## src/rtl/stepper_pkg.sv

```systemverilog
// ---------------------------------------------------------------------------
// stepper_pkg
// Shared definitions for the stepper lift controller:
//   - lift_state_e    : stroke sequencer states
//   - FULL_STEP_TABLE : 4-phase full-step coil patterns, indexed by phase
//   - HALF_STEP_TABLE : 8-phase half-step coil patterns, indexed by phase
//   - phase_to_coils  : maps a 3-bit phase to the 4-bit coil pattern
// ---------------------------------------------------------------------------
package stepper_pkg;

  typedef enum logic [2:0] {
    ST_IDLE,
    ST_DOWN,
    ST_DWELL,
    ST_UP,
    ST_HOLD
  } lift_state_e;

  // Element [0] is the rightmost entry of each concatenation.
  localparam logic [3:0][3:0] FULL_STEP_TABLE = {
    4'b1001, 4'b0011, 4'b0110, 4'b1100
  };

  localparam logic [7:0][3:0] HALF_STEP_TABLE = {
    4'b1001, 4'b0001, 4'b0011, 4'b0010,
    4'b0110, 4'b0100, 4'b1100, 4'b1000
  };

  // Full-step mode only looks at the low two phase bits, so a phase
  // counter that wraps modulo 4 always lands inside the table.
  function automatic logic [3:0] phase_to_coils(input logic [2:0] phase,
                                                input logic       half_step);
    logic [3:0] coils;
    if (half_step) begin
      coils = HALF_STEP_TABLE[phase];
    end else begin
      coils = FULL_STEP_TABLE[phase[1:0]];
    end
    return coils;
  endfunction

endpackage

```

## src/rtl/stepper_phase_gen.sv

```systemverilog
// ---------------------------------------------------------------------------
// stepper_phase_gen
// One motor's phase sequencer. Holds a 3-bit phase that advances by one on
// each step pulse (decrements when dir=1), wrapping modulo 4 in full-step
// mode or modulo 8 in half-step mode, and registers the matching coil
// pattern. The coil pattern follows the updated phase in the same cycle the
// step is taken.
// Ports:
//   clk   in  system clock
//   rst   in  synchronous active-high reset (phase and coils to 0)
//   step  in  advance the phase this cycle
//   dir   in  0 = phase increments, 1 = phase decrements
//   blank in  force the registered coil output to 0000
//   coils out registered 4-bit coil drive
// ---------------------------------------------------------------------------
module stepper_phase_gen
  import stepper_pkg::*;
#(
  parameter int HALF_STEP = 0
) (
  input  logic       clk,
  input  logic       rst,
  input  logic       step,
  input  logic       dir,
  input  logic       blank,
  output logic [3:0] coils
);

  logic [2:0] phase_q, phase_d;
  logic [3:0] coils_q, coils_d;

  // Next phase and next coil pattern. In full-step mode the top phase bit
  // is held at zero so the 3-bit arithmetic wraps modulo 4. Blanking only
  // gates the coils; the phase keeps tracking the mechanical position.
  always_comb begin
    phase_d = phase_q;
    if (step) begin
      phase_d = dir ? (phase_q - 3'd1) : (phase_q + 3'd1);
    end
    if (HALF_STEP == 0) begin
      phase_d[2] = 1'b0;
    end
    coils_d = blank ? 4'b0000 : phase_to_coils(phase_d, (HALF_STEP != 0));
  end

  // Phase and coil registers.
  always_ff @(posedge clk) begin
    if (rst) begin
      phase_q <= '0;
      coils_q <= '0;
    end else begin
      phase_q <= phase_d;
      coils_q <= coils_d;
    end
  end

  assign coils = coils_q;

endmodule

```

## src/rtl/stepper_lift_ctrl.sv

```systemverilog
// ---------------------------------------------------------------------------
// stepper_lift_ctrl
// Drives N_MOT stepper motors in lock-step through a latched
// down / dwell / up / hold-off stroke started by an active-low IR sensor.
// An abort request during descent or dwell retraces the steps already taken.
// Ports:
//   clk       in  system clock
//   rst       in  synchronous active-high reset
//   ir_trig   in  IR sensor, 0 = bottle present (starts a stroke from idle)
//   abort     in  retract request, honoured in DOWN and DWELL only
//   motor_out out coil drive, motor i on [4i+3:4i]
//   busy      out high whenever the sequencer is not idle
//   at_bottom out high while dwelling at the bottom of the stroke
//   done      out one-cycle pulse after entering the hold-off period
// ---------------------------------------------------------------------------
module stepper_lift_ctrl
  import stepper_pkg::*;
#(
  parameter int               N_MOT      = 2,
  parameter int               STEP_DELAY = 200000,
  parameter int               STROKE     = 850,
  parameter int               DWELL      = 50_000_000,
  parameter int               HOLDOFF    = 300_000_000,
  parameter int               HALF_STEP  = 0,
  parameter logic [N_MOT-1:0] DIR_MASK   = 2'b10
) (
  input  logic               clk,
  input  logic               rst,
  input  logic               ir_trig,
  input  logic               abort,
  output logic [4*N_MOT-1:0] motor_out,
  output logic               busy,
  output logic               at_bottom,
  output logic               done
);

  localparam int POS_W = $clog2(STROKE + 1);

  lift_state_e      state_q, state_d;
  logic [31:0]      tick_q, tick_d;
  logic [31:0]      wait_q, wait_d;
  logic [POS_W-1:0] pos_q, pos_d;
  logic             done_q, done_d;
  logic             tick_wrap;
  logic             step_en;
  logic             ascend;
  logic             blank;

  assign tick_wrap = (tick_q == 32'(STEP_DELAY - 1));

  // Stroke sequencer. The tick counter paces steps in DOWN and UP; wait_q
  // is shared between the dwell and hold-off periods since they never
  // overlap. Abort takes priority over a coincident descent tick, so that
  // tick's step is dropped and the ascent retraces exactly pos_q steps.
  // Coils are blanked based on the state being entered so they are already
  // off on the edge that enters HOLD or IDLE.
  always_comb begin
    state_d = state_q;
    tick_d  = tick_q;
    wait_d  = wait_q;
    pos_d   = pos_q;
    step_en = 1'b0;
    ascend  = 1'b0;

    case (state_q)
      ST_IDLE: begin
        if (!ir_trig) begin
          state_d = ST_DOWN;
          tick_d  = '0;
          pos_d   = '0;
        end
      end

      ST_DOWN: begin
        if (abort) begin
          tick_d = '0;
          wait_d = '0;
          state_d = (pos_q == '0) ? ST_HOLD : ST_UP;
        end else if (tick_wrap) begin
          tick_d  = '0;
          step_en = 1'b1;
          pos_d   = pos_q + POS_W'(1);
          if (pos_q == POS_W'(STROKE - 1)) begin
            state_d = ST_DWELL;
            wait_d  = '0;
          end
        end else begin
          tick_d = tick_q + 32'd1;
        end
      end

      ST_DWELL: begin
        if (abort || (wait_q == 32'(DWELL - 1))) begin
          state_d = ST_UP;
          tick_d  = '0;
        end else begin
          wait_d = wait_q + 32'd1;
        end
      end

      ST_UP: begin
        ascend = 1'b1;
        if (tick_wrap) begin
          tick_d  = '0;
          step_en = 1'b1;
          pos_d   = pos_q - POS_W'(1);
          if (pos_q == POS_W'(1)) begin
            state_d = ST_HOLD;
            wait_d  = '0;
          end
        end else begin
          tick_d = tick_q + 32'd1;
        end
      end

      ST_HOLD: begin
        if (wait_q == 32'(HOLDOFF - 1)) begin
          state_d = ST_IDLE;
        end else begin
          wait_d = wait_q + 32'd1;
        end
      end

      default: begin
        state_d = ST_IDLE;
      end
    endcase

    done_d = (state_d == ST_HOLD) && (state_q != ST_HOLD);
    blank  = (state_d == ST_IDLE) || (state_d == ST_HOLD);
  end

  // Sequencer registers.
  always_ff @(posedge clk) begin
    if (rst) begin
      state_q <= ST_IDLE;
      tick_q  <= '0;
      wait_q  <= '0;
      pos_q   <= '0;
      done_q  <= 1'b0;
    end else begin
      state_q <= state_d;
      tick_q  <= tick_d;
      wait_q  <= wait_d;
      pos_q   <= pos_d;
      done_q  <= done_d;
    end
  end

  // One phase generator per motor. A set DIR_MASK bit flips the phase
  // direction so that motor decrements on descent and increments on ascent.
  for (genvar i = 0; i < N_MOT; i++) begin : g_mot
    stepper_phase_gen #(
      .HALF_STEP(HALF_STEP)
    ) u_phase_gen (
      .clk  (clk),
      .rst  (rst),
      .step (step_en),
      .dir  (DIR_MASK[i] ^ ascend),
      .blank(blank),
      .coils(motor_out[4*i +: 4])
    );
  end

  assign busy      = (state_q != ST_IDLE);
  assign at_bottom = (state_q == ST_DWELL);
  assign done      = done_q;

endmodule
```

## config.mk

```make
export PLATFORM = sky130hd
export DESIGN_NAME = stepper_lift_ctrl
export DESIGN_NICKNAME = d
export VERILOG_FILES = /design/src/rtl/stepper_pkg.sv /design/src/rtl/stepper_phase_gen.sv /design/src/rtl/stepper_lift_ctrl.sv
export SDC_FILE = /design/constraint.sdc
export NUM_CORES = 1
export LEC_CHECK = 0
export ABC_AREA = 1
export ABC_CLOCK_PERIOD_IN_PS = 1900
export CORE_ASPECT_RATIO = 1.75
export CORE_MARGIN = 2
export CORE_UTILIZATION = 49
export DETAILED_ROUTE_END_ITERATION = 10
export PLACE_DENSITY = 0.7
export SYNTH_ARGS = -nofsm -noshare
export SYNTH_HDL_FRONTEND = slang
export SYNTH_HIERARCHICAL = 1
export SYNTH_SLANG_ARGS = --single-unit
```

## constraint.sdc

```tcl
create_clock -name clk -period 1.9 [get_ports clk]
set_input_delay 0.38 -clock clk [delete_from_list [all_inputs] [get_ports clk]]
set_output_delay 0.38 -clock clk [all_outputs]
set_load 0.03 [all_outputs]
```

==> flow_summary.html <==
<table>
<tr><th>Metric</th><th>Value</th></tr>
<tr><th colspan="2">Synthesis</th></tr>
<tr><td>Flops &amp; latches, synth</td><td>90</td></tr>
<tr><td>Cell with the most instances after synthesis</td><td>sky130_fd_sc_hd__nand2_1</td></tr>
<tr><td>Synth cell count leaders</td><td>sky130_fd_sc_hd__nand2_1, sky130_fd_sc_hd__nor2_1, sky130_fd_sc_hd__inv_1</td></tr>
<tr><td>Dominant synthesized flop cell</td><td>sky130_fd_sc_hd__dfxtp_1</td></tr>
<tr><td>Number of warnings issued by yosys</td><td>6</td></tr>
<tr><td>Number of enable flip-flop cells after synthesis</td><td>0</td></tr>
<tr><td>Top-area cell type share of the netlist area</td><td>28.7%</td></tr>
<tr><td>Number of cells produced by synthesis</td><td>1065</td></tr>
<tr><td>Average instance area after synthesis</td><td>5.90 um2</td></tr>
<tr><td>Count of different cell masters after synthesis</td><td>41</td></tr>
<tr><td>Syn_nets</td><td>1075</td></tr>
<tr><td>Async S/R FF share, synth</td><td>0%</td></tr>
<tr><td>Cell type with the highest aggregate area in the netlist</td><td>sky130_fd_sc_hd__dfxtp_1</td></tr>
<tr><td>Synth Cell Area</td><td>around 6300 um2</td></tr>
<tr><td>Biggest area contributors in the synthesized netlist</td><td>sky130_fd_sc_hd__dfxtp_1, sky130_fd_sc_hd__nand2_1, sky130_fd_sc_hd__nor2_1</td></tr>
<tr><td>Sequential fraction of the synthesis area</td><td>28.7%</td></tr>
<tr><th colspan="2">Final layout</th></tr>
<tr><td>Combined area of the multi-input logic cells</td><td>approximately 4000 um2</td></tr>
<tr><td>Sequential Area</td><td>1820 um2</td></tr>
<tr><td>Share of post-route cells with drive strength above 1</td><td>21.9%</td></tr>
<tr><td>Ant diodes</td><td>0</td></tr>
<tr><td>Post-Layout Cell Count</td><td>1374</td></tr>
<tr><td>Total Nets Final</td><td>1211</td></tr>
<tr><td>Number of fill cells in the layout</td><td>1183</td></tr>
<tr><td>Final cell area excluding filler cells</td><td>8290 um2</td></tr>
<tr><td>Area overhead of the layout relative to synthesis</td><td>31.9%</td></tr>
<tr><th colspan="2">Placement</th></tr>
<tr><td>Number of buffers added on ports</td><td>14</td></tr>
<tr><td>Pre-CTS WS</td><td>-0.245 ns</td></tr>
<tr><td>Cell total after placement</td><td>1345</td></tr>
<tr><td>Area after detailed placement</td><td>7510 um2</td></tr>
<tr><td>Placed wire-length estimate after detailed placement</td><td>15.1 mm</td></tr>
<tr><td>GPL Wtd Cong</td><td>0.989</td></tr>
<tr><th colspan="2">Timing</th></tr>
<tr><td>Unrepaired setup endpoints after global routing</td><td>yes</td></tr>
<tr><td>Worst clock skew on the final layout</td><td>0.0110 ns</td></tr>
<tr><td>Number of setup violations in the final report</td><td>10</td></tr>
<tr><td>Fin. max-slew vios</td><td>0</td></tr>
<tr><td>Post-layout min period</td><td>1.94 ns</td></tr>
<tr><td>Final hold violation count</td><td>0</td></tr>
<tr><td>Fin crit share</td><td>102%</td></tr>
<tr><td>Worst rel slew slack</td><td>between 60% and 70%</td></tr>
<tr><td>Slew of the pin with the lowest slew margin</td><td>0.528 ns</td></tr>
<tr><td>Highest achievable clock rate</td><td>just over 500 MHz</td></tr>
<tr><td>Final setup margin</td><td>-0.0445 ns</td></tr>
<tr><th colspan="2">Global routing</th></tr>
<tr><td>Initial antenna violation count</td><td>0</td></tr>
<tr><td>Overflow left after global routing</td><td>0</td></tr>
<tr><td>Wire length of the first global-routing pass</td><td>33.3 mm</td></tr>
<tr><td>Vias in the first global route</td><td>7249</td></tr>
<tr><td>Largest net degree at the start of global routing</td><td>41</td></tr>
<tr><td>Total GRT Usage</td><td>30.9%</td></tr>
<tr><th colspan="2">Floorplanning</th></tr>
<tr><td>X dimension of the die</td><td>between 80 and 90 um</td></tr>
<tr><td>Die area</td><td>13800 um2</td></tr>
<tr><td>I/O pin total</td><td>15</td></tr>
<tr><td>Floorplan row count</td><td>54</td></tr>
<tr><td>Area of the placeable core</td><td>12500 um2</td></tr>
<tr><td>Die span in y</td><td>154 um</td></tr>
<tr><td>Initial core utilization</td><td>50.3%</td></tr>
<tr><th colspan="2">Drt</th></tr>
<tr><td>Detailed-route vias per instance</td><td>5.49</td></tr>
<tr><td>DRC violation count after routing</td><td>0</td></tr>
<tr><td>Avg WL per Cell</td><td>approximately 15 um</td></tr>
<tr><td>Number of vias after detailed routing</td><td>about 7.5k</td></tr>
<tr><td>Antenna viol nets, final</td><td>0</td></tr>
<tr><td>Drt total wl</td><td>around 21 mm</td></tr>
<tr><td>Drt first-iter violations</td><td>386</td></tr>
<tr><td>Initial DRT Pass Iterations</td><td>5</td></tr>
<tr><th colspan="2">Status</th></tr>
<tr><td>Run status</td><td>finished, violations left</td></tr>
<tr><td>Failing checks</td><td>negative setup slack</td></tr>
<tr><th colspan="2">Critical path</th></tr>
<tr><td>Worst setup path class</td><td>flop to flop</td></tr>
<tr><td>Ordered list of cells on the worst path</td><td>ha_4, nand3_4, nor2_4, nand3_4, nor2_4, nand2_2, nand2_4, and3_4, nand2_4, nor2_4, or2_4, nor2_1</td></tr>
<tr><td>Required @ worst endpoint</td><td>2.15 ns</td></tr>
<tr><td>Type of origin of the critical path</td><td>flop</td></tr>
<tr><td>Arrival time worst endpoint</td><td>2.19 ns</td></tr>
<tr><td>Slowest CP cell</td><td>sky130_fd_sc_hd__dfxtp_2</td></tr>
<tr><td>Startpoint of the worst register-to-register path</td><td>tick_q[1]</td></tr>
<tr><td>Most used cell, CP</td><td>sky130_fd_sc_hd__nor2_4</td></tr>
<tr><td>WP buf/inv</td><td>0</td></tr>
<tr><td>CP max stage delay</td><td>0.35 ns</td></tr>
<tr><td>Critical Path Start</td><td>tick_q[1]</td></tr>
<tr><td>Kind of cell adding the most delay to the critical path</td><td>simple AND/OR/NAND/NOR gates</td></tr>
<tr><td>Kind of capture point of the worst setup path</td><td>flop</td></tr>
<tr><td>Max FO, Critical Path</td><td>5</td></tr>
<tr><th colspan="2">Clock tree</th></tr>
<tr><td>Clock network latency to the later pin of the worst-skew pair</td><td>about 0.35 ns</td></tr>
<tr><td>Clock tree from TritonCTS</td><td>built</td></tr>
<tr><td>Max clock buf depth</td><td>2</td></tr>
<tr><td>Number of clock buffers inserted by TritonCTS</td><td>9</td></tr>
<tr><td>H-tree depth</td><td>3</td></tr>
<tr><td>Clock transition at path regs</td><td>0.07 ns</td></tr>
<tr><td>Clock tree root buffer cell</td><td>sky130_fd_sc_hd__clkbuf_16</td></tr>
<tr><td>Sinks on the clock net</td><td>90</td></tr>
<tr><th colspan="2">Pwr</th></tr>
<tr><td>Peak supply drop</td><td>roughly 0.46 mV</td></tr>
<tr><td>Power density over the cells</td><td>708 nW/um2</td></tr>
<tr><td>Static Leakage</td><td>3.24 nW</td></tr>
<tr><td>Total design power</td><td>about 5.9 mW</td></tr>
<tr><th colspan="2">Worst hold path</th></tr>
<tr><td>Type of the most critical hold path</td><td>input port to flop</td></tr>
<tr><td>Worst min-delay path startpoint</td><td>rst</td></tr>
<tr><th colspan="2">Run</th></tr>
<tr><td>Total of max-cap violations</td><td>0</td></tr>
</table>
-- path summary, 6_finish.rpt --
path / slack (ns) / end / cells after the start
setup / recovery: -0.04 / g_mot[1].u_phase_gen/coils[0] / 12
setup reg to reg: -0.04 / g_mot[1].u_phase_gen/coils[0] / 12
hold / removal: 0.43 / wait_q[24] / 3
hold reg to reg: 0.44 / pos_q[0] / 1
-- placed cells by master, fill, tap and decap left out, drive strengths merged --
cell type,count
clkinv,4
xor2,11
nor3,25
nor2b,1
o21a,1
nand3b,1
xnor2,6
a21o,2
a21boi,1
a31oi,8
a21oi,75
inv,114
or2,6
and3,3
o21bai,2
clkdlybuf4s50,11
nand3,68
o31ai,2
o211ai,2
nand4,50
clkinvlp,1
buf,150
clkbuf,10
bufinv,2
nor4,1
o21ai,45
ha,6
dfxtp,90
o22ai,1
nand2,302
nor2,197
o2111ai,8
-- cell type report --
type                            instances  area share (%)
Sequential cell                        90            22.0
Clock buffer                           10            2.76
Tap cell                              168            2.54
Timing Repair Buffer                  161            16.6
Inverter                              115            5.31
Multi-Input combinational cell        824            49.7
Clock inverter                          6            1.09
-- worst register-to-register path, delay by kind of cell (launching register included) --
family	cells	cell delay, ns
fa+ha+maj	1	0.17
flops	1	0.35
simple gates	11	1.33
-- per-layer routing --
metal  part of all wire (%)  global-route usage [%]  up-vias
met3                    5.4                    4.19      100
met1                     36                    32.1     3434
met4                    7.0                    20.6        0
met5                      0                       0        -
met2                     52                    54.8      284
li1                       -                       -     3725
-- logic make-up (layout without fill, tap and decap cells) --
logic type	count (synthesis)	count (layout)	synth area share (%)
xor gates and xnor gates	17	17	2.37
and+or+nand+nor	654	654	44.8
DFF	90	90	28.7
AOI/OAI and AO/OA	147	147	12.8
buffers and inverters	151	292	10.2
adders and majority gates	6	6	1.19
-- flip-flops by register name, indices dropped and copies added, names as in the netlist --
register,flops
g_mot.u_phase_gen/coils,8
done,1
tick_q,32
pos_q,10
g_mot.u_phase_gen/phase_q,4
state_q,3
wait_q,32
-- power breakdown --
part / switching [mW] / internal (mW) / total [mW]
Clock: 0.811 / 1.16 / 1.97
Sequential: 0.0726 / 1.97 / 2.05
Combinational: 1.12 / 0.733 / 1.85
Total: 2.00 / 3.87 / 5.87
-- metrics by stage --
step                      utilization, %  setup TNS, ns  hold WS, ns
after floorplan                        -              0        0.452
after detailed placement            60.1          -9.56        0.472
after CTS                           64.2              0        0.424
final                               66.3         -0.265        0.434
after global placement              60.1          -7.15        0.467
after global routing                66.3          -3.17        0.452
-- timing repair --
| item | in CTS | in global routing |
|---|---|---|
| gates cloned | 2 | 0 |
| setup endpoints to repair | 48 | 61 |
| setup buffers | 5 | 8 |
| hold buffers | 0 | 0 |
| resized for setup | 28 | 72 |
| pin swaps | 11 | 37 |
No activity file was read; power rests on OpenSTA's default activity.
==> variant 1, RTL diff (same flow settings) <==
Set the parameter `DWELL` to 33_554_432 (it was 50_000_000).
--- a/src/rtl/stepper_lift_ctrl.sv
+++ b/src/rtl/stepper_lift_ctrl.sv
@@ -20,5 +20,5 @@
   parameter int               STEP_DELAY = 200000,
   parameter int               STROKE     = 850,
-  parameter int               DWELL      = 50_000_000,
+  parameter int               DWELL      = 33_554_432,
   parameter int               HOLDOFF    = 300_000_000,
   parameter int               HALF_STEP  = 0,
Check against the original RTL: no difference found for any inputs over 10 cycles, from zero or initial values and one cycle with rst high; that may be too few to reach the edited logic, so the function may still have changed.
==> variant 1 against the original RTL <==
- the flow still finishes with violations (setup timing)
- sequential power is 6% higher
- clock power decreased by 4%
- sequential cell count is the same
- routed wire length increased by 1.3%
- synthesized area up 0.70%
- count of clock-buffer cells in the layout down 1
- final area up 4.5%
- fmax barely moved
- synthesized cell count stayed put
- worst setup slack improved by 0.0011 ns
- total power rose by 31%
- critical path type is now input port to flop
- largest cell class unchanged
- highest routed layer unchanged
==> variant 1: results (changes against the original RTL) <==
Most frequent cells after synthesis - 285 x nand2_1, 205 x nor2_1, 114 x inv_1
R2R Path Start - wait_q[1]$_SDFFE_PP0P_
Number of cells on the worst reg-to-reg path - 13 (+1)
Post-synthesis area per instance - 5.94 um2 (+0.70%)
CTS resizes - 48 (+71%)
Total routed wirelength - 21.5 mm (+1.3%)
Largest net degree at the start of global routing - 56 (+37%)
CP max stage delay - 0.55 ns (+0.20 ns)
Worst Hold Class - flop to flop
DR iter-0 viols - 400 (+3.6%)
Area contributors post-synth - dfxtp_1 28%, nand2_1 17%, nor2_1 12%, inv_1 6.8%, nand3_1 6.2%
M1 WL - 7.43 mm (-2.5%)
Placed wire-length estimate - 15.6 mm (+2.7%)
Outcome - complete, but fails checks
Pre-Repair DR Iteration Count - 5 (unchanged)
Hold_ws - 0.473 ns (+0.0391 ns)
Comb power frac - 0.473 (+0.157)
DR WL met2 - 11.2 mm (+1.7%)
Cts bufs inserted - 9 (unchanged)
Final setup fails - 39 (+29)
Final WS setup - -0.0434 ns (+0.00110 ns)
Skew final - 0.0102 ns (-0.000762 ns)
Worst ir drop on vdd - 0.588 mV (+27%)
Worst Min Path Start - pos_q[2]$_SDFFE_PP0P_
Gr usage total - 0.297 (-0.0122)
Clock share of power - 0.245 (-0.091)
Synth unique cells - 45 (+9.8%)
Worst hold path depth - 2 (-1)
GPL Wtd Cong - 1.00 (+1.2%)
Dpl ws - -0.389 ns (-0.145 ns)
WL met3 - 852 um (-25%)
GRT met3 Usage - 0.0346 (-0.00728)
WHS Endpoint - pos_q[2]$_SDFFE_PP0P_
P_leak - 3.56 nW (+9.9%)
Max clock buf depth - 2 (unchanged)
Vias in the first global route - 7,383 (+1.8%)
Worst path top cell family by delay - buffers and inverters
First-pass GRT wire length - 33.3 mm (+0.17%)
Share of cells above drive strength 1 - 0.257 (+0.0381)
Routed vias/inst - 5.39 (-1.9%)
Area of placed instances - 0.00777 mm2 (+3.4%)
Failing checks - setup timing
WP data arrival - 2.15 ns (-0.04 ns)
Wire per inst - 15.1 um (-2.0%)
Dpl cells - 1,382 (+2.8%)
Nets - 1,254 (+3.6%)
Filler cell count - 1,108 (-6.3%)
Pwr/cell area - 890 mW/mm2 (+26%)
Worst-path cell with the longest stage delay - clkdlybuf4s50_1
Setup TNS Final - -0.780 ns (-0.515 ns)
Post-CTS setup buffers - 11 (+6)
Reg-to-reg endpoint - wait_q[20]$_SDFFE_PP0P_
==> variant 1: cell types whose count changed in the layout (fill, tap and decap cells not counted), moves of 8 or more <==
cell | before | now
a21oi_1 | 72 | 64
nand4_1 | 50 | 26
xor2_1 | 9 | 25
nand2_1 | 278 | 270
nor2_1 | 174 | 182
nand3_1 | 60 | 72
nor2_2 | 11 | 19
buf_4 | 133 | 162
==> variant 1: layout make-up <==
cell class,count,area [um2],share of cell area
timing repair buffer,198,1640,0.190
multi-input combinational,821,4210,0.486
inverter,124,475,0.0549
clock inverter,7,82.6,0.00953
tap,171,214,0.0247
sequential,90,1810,0.209
clock buffer,9,225,0.0260
==> variant 1: worst min-delay path: stages (launching register included) <==
cell and delay [ns]:
dfxtp_1 0.32, inv_2 0.06, a21oi_1 0.05
==> variant 1: worst max-delay path by stage <==
stage	start	end	slack [ns]	cells after the start
floorplan	wait_q[0]$_SDFFE_PP0P_	g_mot[0].u_phase_gen/coils[2]$_SDFF_PP0_	0.0001	12
global placement	abort	g_mot[0].u_phase_gen/coils[0]$_SDFF_PP0_	-0.32	9
detailed placement	abort	g_mot[1].u_phase_gen/coils[2]$_SDFF_PP0_	-0.39	9
CTS	tick_q[1]$_SDFFE_PP0P_	g_mot[0].u_phase_gen/coils[1]$_SDFF_PP0_	-0.05	15
global route	abort	wait_q[23]$_SDFFE_PP0P_	-0.20	11
finish	abort	wait_q[6]$_SDFFE_PP0P_	-0.04	11
==> variant 1: cell families (layout without fill, tap and decap cells) <==
family / count (synthesis) / count (layout) / share of synthesized area
fa+ha+maj: 6 / 6 / 0.0119
simple gates: 649 / 649 / 0.441
flops: 90 / 90 / 0.285
xor+xnor: 27 / 27 / 0.0374
compound gates: 139 / 139 / 0.123
buf+inv: 154 / 338 / 0.103
==> variant 2, RTL diff (same flow settings) <==
Made on the original files. The 5 states of `lift_state_e` get a Gray code encoding in 3 bits.
--- a/src/rtl/stepper_pkg.sv
+++ b/src/rtl/stepper_pkg.sv
@@ -10,9 +10,9 @@
 
   typedef enum logic [2:0] {
-    ST_IDLE,
-    ST_DOWN,
-    ST_DWELL,
-    ST_UP,
-    ST_HOLD
+    ST_IDLE  = 3'b000,
+    ST_DOWN  = 3'b001,
+    ST_DWELL = 3'b011,
+    ST_UP    = 3'b010,
+    ST_HOLD  = 3'b110
   } lift_state_e;
 
Behaviour: same outputs for any inputs over 10 cycles, from zero or initial values and one cycle with rst high; not proved beyond that.
==> variant 2 against the original RTL <==
- the flow still finishes with violations (setup timing)
- combinational power down 29%
- synthesized area up 0.88%
- clock power down 12%
- worst setup slack worse by 0.055 ns
- total power down 14%
- global-route usage down 1.2 points
- routed wire length up 0.97%
- sequential cell count unchanged
- final area up 4.8%
- count of clock-buffer cells in the layout down 1
- largest cell class unchanged
==> variant 2: results (changes against the original RTL) <==
Worst Setup EP - g_mot[1].u_phase_gen/coils[1]$_SDFF_PP0_
Post-synthesis adder-cell area fraction - 0.0118 (-0.000104)
DR WL met2 - 11.6 mm (+6.1%)
Largest net degree at the start of global routing - 33 (-20%)
Non-Filler Instances - 1,433 (+4.3%)
Mapped Nets - 1,100 (+2.3%)
Share of cells above drive strength 1 - 0.250 (+0.0307)
Clock network area share - 0.0320 (-0.00652)
Clock Buffer Count - 9 (-1)
Routed vias/inst - 5.33 (-2.8%)
Clock Power - 1.74 mW (-12%)
Gr usage total - 0.297 (-0.0116)
Sequential logic power - 1.97 mW (-4%)
Total routed wirelength - 21.4 mm (+0.97%)
Area of placed instances - 0.00769 mm2 (+2.4%)
Register area - 0.00182 mm2 (-0.34%)
M1 WL - 7.30 mm (-4.2%)
Worst hold path depth - 2 (-1)
Non-CTS buffers - 186 (+16%)
Number of cells on the worst reg-to-reg path - 13 (+1)
Filler cell count - 1,158 (-2.1%)
Skew final - 0.00789 ns (-0.00307 ns)
Seq/total area - 0.209 (-0.0108)
WP data arrival - 2.29 ns (+0.10 ns)
Synth unique cells - 45 (+9.8%)
Dpl cells - 1,396 (+3.8%)
Register area share after synthesis - 0.284 (-0.00249)
Nets - 1,267 (+4.6%)
First-pass GRT wire length - 33.3 mm (about the same)
Outcome - complete, but fails checks
Worst ir drop on vdd - 0.490 mV (+5.7%)
Final setup fails - 44 (+34)
Most frequent cells after synthesis - 329 x nand2_1, 196 x nor2_1, 117 x inv_1
Final WS setup - -0.0994 ns (-0.0549 ns)
Area contributors post-synth - dfxtp_1 28%, nand2_1 19%, nor2_1 12%, nand3_1 7.9%, inv_1 6.9%
Vias in the first global route - 7,350 (+1.4%)
Placed wire-length estimate - 15.4 mm (+2.0%)
Post-synthesis area per instance - 5.82 um2 (-1.4%)
Data buffer area share - 0.182 (+0.0159)
Multi-input combinational cell count - 845 (+2.5%)
Post-synthesis compound-gate area fraction - 0.106 (-0.0216)
GPL Wtd Cong - 1.08 (+9.5%)
Post-CTS setup buffers - 6 (+1)
Global-route met2 utilization - 0.588 (+0.0401)
WL met3 - 832 um (-27%)
P_int - 3.37 mW (-13%)
Worst slew pin tran - 0.434 ns (-0.0947 ns)
Synth Area in XOR/XNOR - 0.0221 (-0.00159)
WHS Endpoint - tick_q[1]$_SDFFE_PP0P_
CP Max Fanout - 6 (+1)
GRT met3 Usage - 0.0317 (-0.0102)
Failing checks - setup timing
Met1 track utilization from global routing - 0.272 (-0.0497)
DR iter-0 viols - 357 (-7.5%)
Non-clk invs - 125 (+8.7%)
-- variant 2: changes by cell type after synthesis, sizes merged, moves of 3 or more --
cell | unedited run | this run
inv | 114 | 124
a31oi | 8 | 4
xnor2 | 6 | 3
nand3 | 68 | 106
nor3b | 0 | 3
o2111ai | 8 | 0
nor2 | 197 | 206
nand2 | 302 | 339
nand4 | 50 | 17
o21ai | 45 | 38
a21oi | 75 | 71
clkbuf | 17 | 10
nor3 | 25 | 17
-- variant 2: stage by stage --
step | util | power (mW) | TNS [ns] | hold WS [ns] | setup WS, ns
finish | 0.679 | 5.03 | -1.30 | 0.475 | -0.0994
global route | 0.679 | 5.22 | -6.86 | 0.472 | -0.215
CTS | 0.639 | 4.85 | -0.0612 | 0.459 | -0.0184
detailed placement | 0.601 | 3.04 | -16.86 | 0.465 | -0.293
global placement | 0.601 | 3.03 | -13.87 | 0.452 | -0.249
floorplan | - | 2.65 | -0.0452 | 0.437 | -0.00593
